===== config.mk =====
export PLATFORM = sky130hd
export DESIGN_NAME = mem_access_ctrl
export DESIGN_NICKNAME = d
export VERILOG_FILES = /design/src/rtl/mem_ctrl_pkg.sv /design/src/rtl/mem_wait_counter.sv /design/src/rtl/mem_access_ctrl.sv
export SDC_FILE = /design/constraint.sdc
export NUM_CORES = 1
export LEC_CHECK = 0
export CAP_MARGIN = 20
export CORE_UTILIZATION = 49
export DETAILED_ROUTE_END_ITERATION = 12
export MAX_ROUTING_LAYER = met4
export PLACE_DENSITY = 0.76
export SLEW_MARGIN = 40
export SYNTH_ARGS = -nofsm -noshare
export SYNTH_HDL_FRONTEND = slang
export SYNTH_HIERARCHICAL = 1
export SYNTH_SLANG_ARGS = --single-unit

===== constraint.sdc =====
create_clock -name Clock -period 2.1 [get_ports Clock]
set_input_delay 0.42 -clock Clock [delete_from_list [all_inputs] [get_ports Clock]]
set_output_delay 0.42 -clock Clock [all_outputs]
set_load 0.01 [all_outputs]

===== src/rtl/mem_ctrl_pkg.sv =====
// ============================================================================
// Module   : mem_ctrl_pkg
// Purpose  : Shared types and constants for the unified memory-port sequencer.
// Revision : 1.0 - initial release
// ============================================================================
`default_nettype none

package mem_ctrl_pkg;

  typedef enum logic [1:0] {
    IDLE   = 2'd0,
    ACCESS = 2'd1,
    DONE   = 2'd2
  } mem_state_t;

  localparam logic IORD_PC  = 1'b0;
  localparam logic IORD_ALU = 1'b1;

endpackage

`default_nettype wire


===== src/rtl/mem_wait_counter.sv =====
// ============================================================================
// Module   : mem_wait_counter
// Purpose  : Down-counter that times the strobe window of one memory access.
// Revision : 1.0 - initial release
// ============================================================================
`default_nettype none

module mem_wait_counter #(
  parameter int MEM_LATENCY = 2,
  localparam int CNT_W      = $clog2(MEM_LATENCY + 1)
) (
  input  logic             clk,
  input  logic             rst,
  input  logic             load,
  input  logic [CNT_W-1:0] load_val,
  input  logic             dec,
  output logic             zero
);

  logic [CNT_W-1:0] count_d;
  logic [CNT_W-1:0] count_q;

  always_comb begin
    count_d = count_q;
    if (load) begin
      count_d = load_val;
    end else if (dec && (count_q != '0)) begin
      count_d = count_q - 1'b1;
    end
  end

  always_ff @(posedge clk or posedge rst) begin
    if (rst) begin
      count_q <= '0;
    end else begin
      count_q <= count_d;
    end
  end

  assign zero = (count_q == '0);

endmodule

`default_nettype wire


===== src/rtl/mem_access_ctrl.sv =====
// ============================================================================
// Module   : mem_access_ctrl
// Purpose  : Arbitrates fetch vs load/store onto the single memory port and
//            sequences strobes, IorD and the IR/MDR load pulses.
// Revision : 1.0 - initial release
// ============================================================================
`default_nettype none

module mem_access_ctrl
  import mem_ctrl_pkg::*;
#(
  parameter int MEM_LATENCY  = 2,
  parameter int STARVE_LIMIT = 4
) (
  input  logic Clock,
  input  logic Reset,
  input  logic fetch_req,
  input  logic data_req,
  input  logic data_we,
  output logic fetch_gnt,
  output logic data_gnt,
  output logic IorD,
  output logic MemRead,
  output logic MemWrite,
  output logic IRWrite,
  output logic MDRWrite,
  output logic fetch_done,
  output logic data_done,
  output logic busy
);

  localparam int CNT_W    = $clog2(MEM_LATENCY + 1);
  localparam int STREAK_W = $clog2(STARVE_LIMIT + 1);
  localparam logic [CNT_W-1:0]    CNT_LOAD   = CNT_W'(MEM_LATENCY - 1);
  localparam logic [STREAK_W-1:0] STREAK_MAX = STREAK_W'(STARVE_LIMIT);

  mem_state_t state_d, state_q;
  logic is_data_d, is_data_q;
  logic is_store_d, is_store_q;
  logic [STREAK_W-1:0] streak_d, streak_q;

  logic fetch_gnt_d, fetch_gnt_q;
  logic data_gnt_d, data_gnt_q;
  logic iord_d, iord_q;
  logic mem_read_d, mem_read_q;
  logic mem_write_d, mem_write_q;
  logic ir_write_d, ir_write_q;
  logic mdr_write_d, mdr_write_q;
  logic fetch_done_d, fetch_done_q;
  logic data_done_d, data_done_q;
  logic busy_d, busy_q;

  logic pick_fetch;
  logic pick_data;
  logic start;
  logic cnt_load;
  logic cnt_dec;
  logic cnt_zero;

  mem_wait_counter #(
    .MEM_LATENCY (MEM_LATENCY)
  ) u_wait_cnt (
    .clk      (Clock),
    .rst      (Reset),
    .load     (cnt_load),
    .load_val (CNT_LOAD),
    .dec      (cnt_dec),
    .zero     (cnt_zero)
  );

  // Data is preferred unless fetch has been passed over STARVE_LIMIT times.
  assign pick_fetch = fetch_req && (!data_req || (streak_q == STREAK_MAX));
  assign pick_data  = data_req && !pick_fetch;

  always_comb begin
    state_d    = state_q;
    is_data_d  = is_data_q;
    is_store_d = is_store_q;
    streak_d   = streak_q;
    iord_d     = iord_q;
    start      = 1'b0;
    cnt_load   = 1'b0;
    cnt_dec    = 1'b0;

    case (state_q)
      IDLE: begin
        if (fetch_req || data_req) begin
          state_d    = ACCESS;
          start      = 1'b1;
          cnt_load   = 1'b1;
          is_data_d  = pick_data;
          is_store_d = pick_data && data_we;
          iord_d     = pick_data ? IORD_ALU : IORD_PC;
          if (pick_fetch) begin
            streak_d = '0;
          end else if (fetch_req && (streak_q != STREAK_MAX)) begin
            streak_d = streak_q + 1'b1;
          end
        end
      end
      ACCESS: begin
        if (cnt_zero) begin
          state_d = DONE;
        end else begin
          cnt_dec = 1'b1;
        end
      end
      DONE:    state_d = IDLE;
      default: state_d = IDLE;
    endcase

    // Outputs are registered, so they are decoded from the next state.
    fetch_gnt_d  = start && !is_data_d;
    data_gnt_d   = start && is_data_d;
    mem_read_d   = (state_d == ACCESS) && !is_store_d;
    mem_write_d  = (state_d == ACCESS) && is_store_d;
    ir_write_d   = (state_d == DONE) && !is_data_d;
    mdr_write_d  = (state_d == DONE) && is_data_d && !is_store_d;
    fetch_done_d = (state_d == DONE) && !is_data_d;
    data_done_d  = (state_d == DONE) && is_data_d;
    busy_d       = (state_d != IDLE);
  end

  always_ff @(posedge Clock or posedge Reset) begin
    if (Reset) begin
      state_q      <= IDLE;
      is_data_q    <= 1'b0;
      is_store_q   <= 1'b0;
      streak_q     <= '0;
      fetch_gnt_q  <= 1'b0;
      data_gnt_q   <= 1'b0;
      iord_q       <= IORD_PC;
      mem_read_q   <= 1'b0;
      mem_write_q  <= 1'b0;
      ir_write_q   <= 1'b0;
      mdr_write_q  <= 1'b0;
      fetch_done_q <= 1'b0;
      data_done_q  <= 1'b0;
      busy_q       <= 1'b0;
    end else begin
      state_q      <= state_d;
      is_data_q    <= is_data_d;
      is_store_q   <= is_store_d;
      streak_q     <= streak_d;
      fetch_gnt_q  <= fetch_gnt_d;
      data_gnt_q   <= data_gnt_d;
      iord_q       <= iord_d;
      mem_read_q   <= mem_read_d;
      mem_write_q  <= mem_write_d;
      ir_write_q   <= ir_write_d;
      mdr_write_q  <= mdr_write_d;
      fetch_done_q <= fetch_done_d;
      data_done_q  <= data_done_d;
      busy_q       <= busy_d;
    end
  end

  assign fetch_gnt  = fetch_gnt_q;
  assign data_gnt   = data_gnt_q;
  assign IorD       = iord_q;
  assign MemRead    = mem_read_q;
  assign MemWrite   = mem_write_q;
  assign IRWrite    = ir_write_q;
  assign MDRWrite   = mdr_write_q;
  assign fetch_done = fetch_done_q;
  assign data_done  = data_done_q;
  assign busy       = busy_q;

endmodule

`default_nettype wire


==> results_dict.tcl <==
set metrics [dict create \
    outcome "completed" \
    worst_pin_slew_ns 0.581 \
    grt_pass1_wl_um 2360 \
    relSlewSlack 0.612 \
    clockRootBuffer "clkbuf_4" \
    power.share.clock 0.140 \
    cts_setup_buffers 0 \
    hold_class "input port to asynchronous set/reset pin" \
    synth_cell_types 30 \
    antenna_found_initial 0 \
    ctsResizeCount 0 \
    setup_viol 0 \
    cts.path.max_buffers 2 \
    power_frac_comb 0.462 \
    cts-buffers-inserted 3 \
    area_growth_pct 25.0 \
    dp_hpwl_um 1060 \
    slew_violations 0 \
    irDropWorstVdd_uv 704 \
    clkTransAtPathRegs_ns 0.10 \
    routed_via_density 5.16 \
    grt_overflow_total 0 \
    rsz0062_at_grt "no" \
    grt_pass1_vias 560 \
    syn_inst 75 \
    p_seq_frac 0.398 \
    wl_um 1340 \
    antenna_cells 0 \
    path_class "input port to register" \
    dr.pass1.iters 4 \
    dpl_cell_area_um2 982 \
    yosys_register_bits 18 \
    drc 0 \
    maxCapViolations 0 \
    grt_start_max_net_pins 17 \
    syn-cell-area_um2 815 \
    core-area_um2 1520 \
    yosysWarningCount 6 \
    ant_nets 0 \
    switching_share 0.343 \
    finClkSkew_ns 0.00196 \
    critical_path_peak_fanout 6 \
    end_kind "register" \
    post-route-min-period_ns 1.67 \
    whs_ns 0.303 \
    die_area_um2 1830 \
    die_h_um 42.8 \
    die_w_um 42.8 \
    drtIter0Drc 8 \
    cts_tree "done" \
    holdBufCountCts 0 \
    critPathLaunchType "input port" \
    cts_sinks 18 \
    ctsHtreeMaxLevel 1 \
    gp_congestion 0.809 \
    io_pins 15 \
    seq_area_frac_synth 0.553 \
    wl_per_cell_um 12.2 \
    internal-power_uw 969 \
    drive_gt1_frac 0.128 \
    fmax_mhz 600 \
    layout.nets 103 \
    syn_area_per_cell_um2 10.9 \
    rows 14 \
    syn-num-nets 83 \
    finalHoldViolCount 0 \
    initial_utilization 0.534 \
    setup_tns_ns 0 \
    fin_crit_sh 0.793 \
    grt_util_all_layers 0.176 \
    powerDensity_nw_per_um2 1450 \
    power_switching_uw 505 \
    arrival_ns 1.84 \
    r2r_slack_ns 0.46 \
    vias 568 \
    p_leak_uw 0.000489 \
    clk_latency_ns 0.28 \
    port_buffers 14 \
    fin_area_um2 1020 \
    cp.required_ns 2.27 \
]
[routing by layer]
| layer | vias to the layer above | part of all wire | global-route usage |
|---|---|---|---|
| met4 | 0 | 0.0045 | 0.0563 |
| li1 | 288 | - | - |
| met1 | 263 | 0.48 | 0.222 |
| met5 | - | 0 | - |
| met2 | 15 | 0.48 | 0.282 |
| met3 | 2 | 0.036 | 0.0383 |
[worst paths after layout]
kind,from,end,cells after the start
setup / recovery,fetch_req,u_wait_cnt/count_q[0],5
hold / removal,Reset,u_wait_cnt/count_q[1],2
setup reg to reg,state_q[0],u_wait_cnt/count_q[0],4
hold reg to reg,IorD,IorD,1
max in group asynchronous,Reset,data_done,2
min in group Clock,IorD,IorD,1
[synth_stat cells, drive strengths merged]
cell type	n	area [um^2]
a21bo	1	10.0
a21boi	1	7.51
a21oi	2	10.0
a221o	2	20.0
and2	2	12.5
and2b	2	17.5
and3	2	12.5
and3b	2	17.5
buf	1	7.51
conb	2	7.51
dfrtp	18	450
ha	3	37.5
inv	9	33.8
nand2	3	11.3
nand2b	2	12.5
nand3	2	10.0
nand4	2	12.5
nor2	4	15.0
nor3b	1	7.51
nor4b	2	17.5
o21a	1	7.51
o21ai	6	37.5
o21bai	1	7.51
o31ai	1	7.51
or2	2	12.5
or3b	1	11.3
[power by group through the flow]
stage	logic, uW	clock network (uW)	registers (uW)
3_3_place_gp	663	0	591
2_1_floorplan	409	0	610
5_1_grt	764	227	606
4_1_cts	682	212	589
3_5_place_dp	681	0	595
6_report	680	207	587
[registers in the layout (all words and copies together), names as in the netlist]
signal              cells
IorD                    1
MDRWrite                1
MemRead                 1
MemWrite                1
busy                    1
data_done               1
data_gnt                1
fetch_done              1
fetch_gnt               1
is_data_q               1
is_store_q              1
state_q                 2
streak_q                3
u_wait_cnt/count_q      2
[critical path: stages]
cell             delay [ns]
clkdlybuf4s50_1        0.56
nor2_1                 0.10
nor2_1                 0.22
and2b_4                0.22
a221o_1                0.32
[cell type report]
| cell class | instances | area [um^2] |
|---|---|---|
| multi-input cells | 47 | 323 |
| inverters | 9 | 33.8 |
| clock buffers | 4 | 36.3 |
| fillers | 117 | 505 |
| repair buffers | 16 | 155 |
| well taps | 16 | 20.0 |
| flip-flops and latches | 18 | 450 |
[logic make-up (layout without fill, tap and decap cells)]
kind of cell,Yosys count,in the layout,synth area share
compound gates,15,15,0.132
fa+ha+maj,3,3,0.0461
buf+inv,10,29,0.0507
flops,18,18,0.553
other cells,2,2,0.00922
simple gates,27,27,0.209
[cell usage in the layout, fill, tap and decap left out, types with 3 or more instances in the layout]
master	synthesis	routed
clkdlybuf4s50_1	0	14
clkbuf_4	0	3
dfrtp_1	18	18
ha_1	3	3
inv_1	9	9
nor2_1	4	4
nand2_1	3	3
[metrics by stage]
stage / utilization / setup WS, ns / std cells / power (uW)
after floorplan: - / 0.475 / 75 / 1020
after detailed placement: 0.644 / 0.136 / 106 / 1280
after global placement: 0.644 / 0.191 / 106 / 1250
after CTS: 0.668 / 0.449 / 110 / 1480
final: 0.668 / 0.435 / 110 / 1470
after global routing: 0.668 / 0.361 / 110 / 1600
No activity file was read; power rests on OpenSTA's default activity.
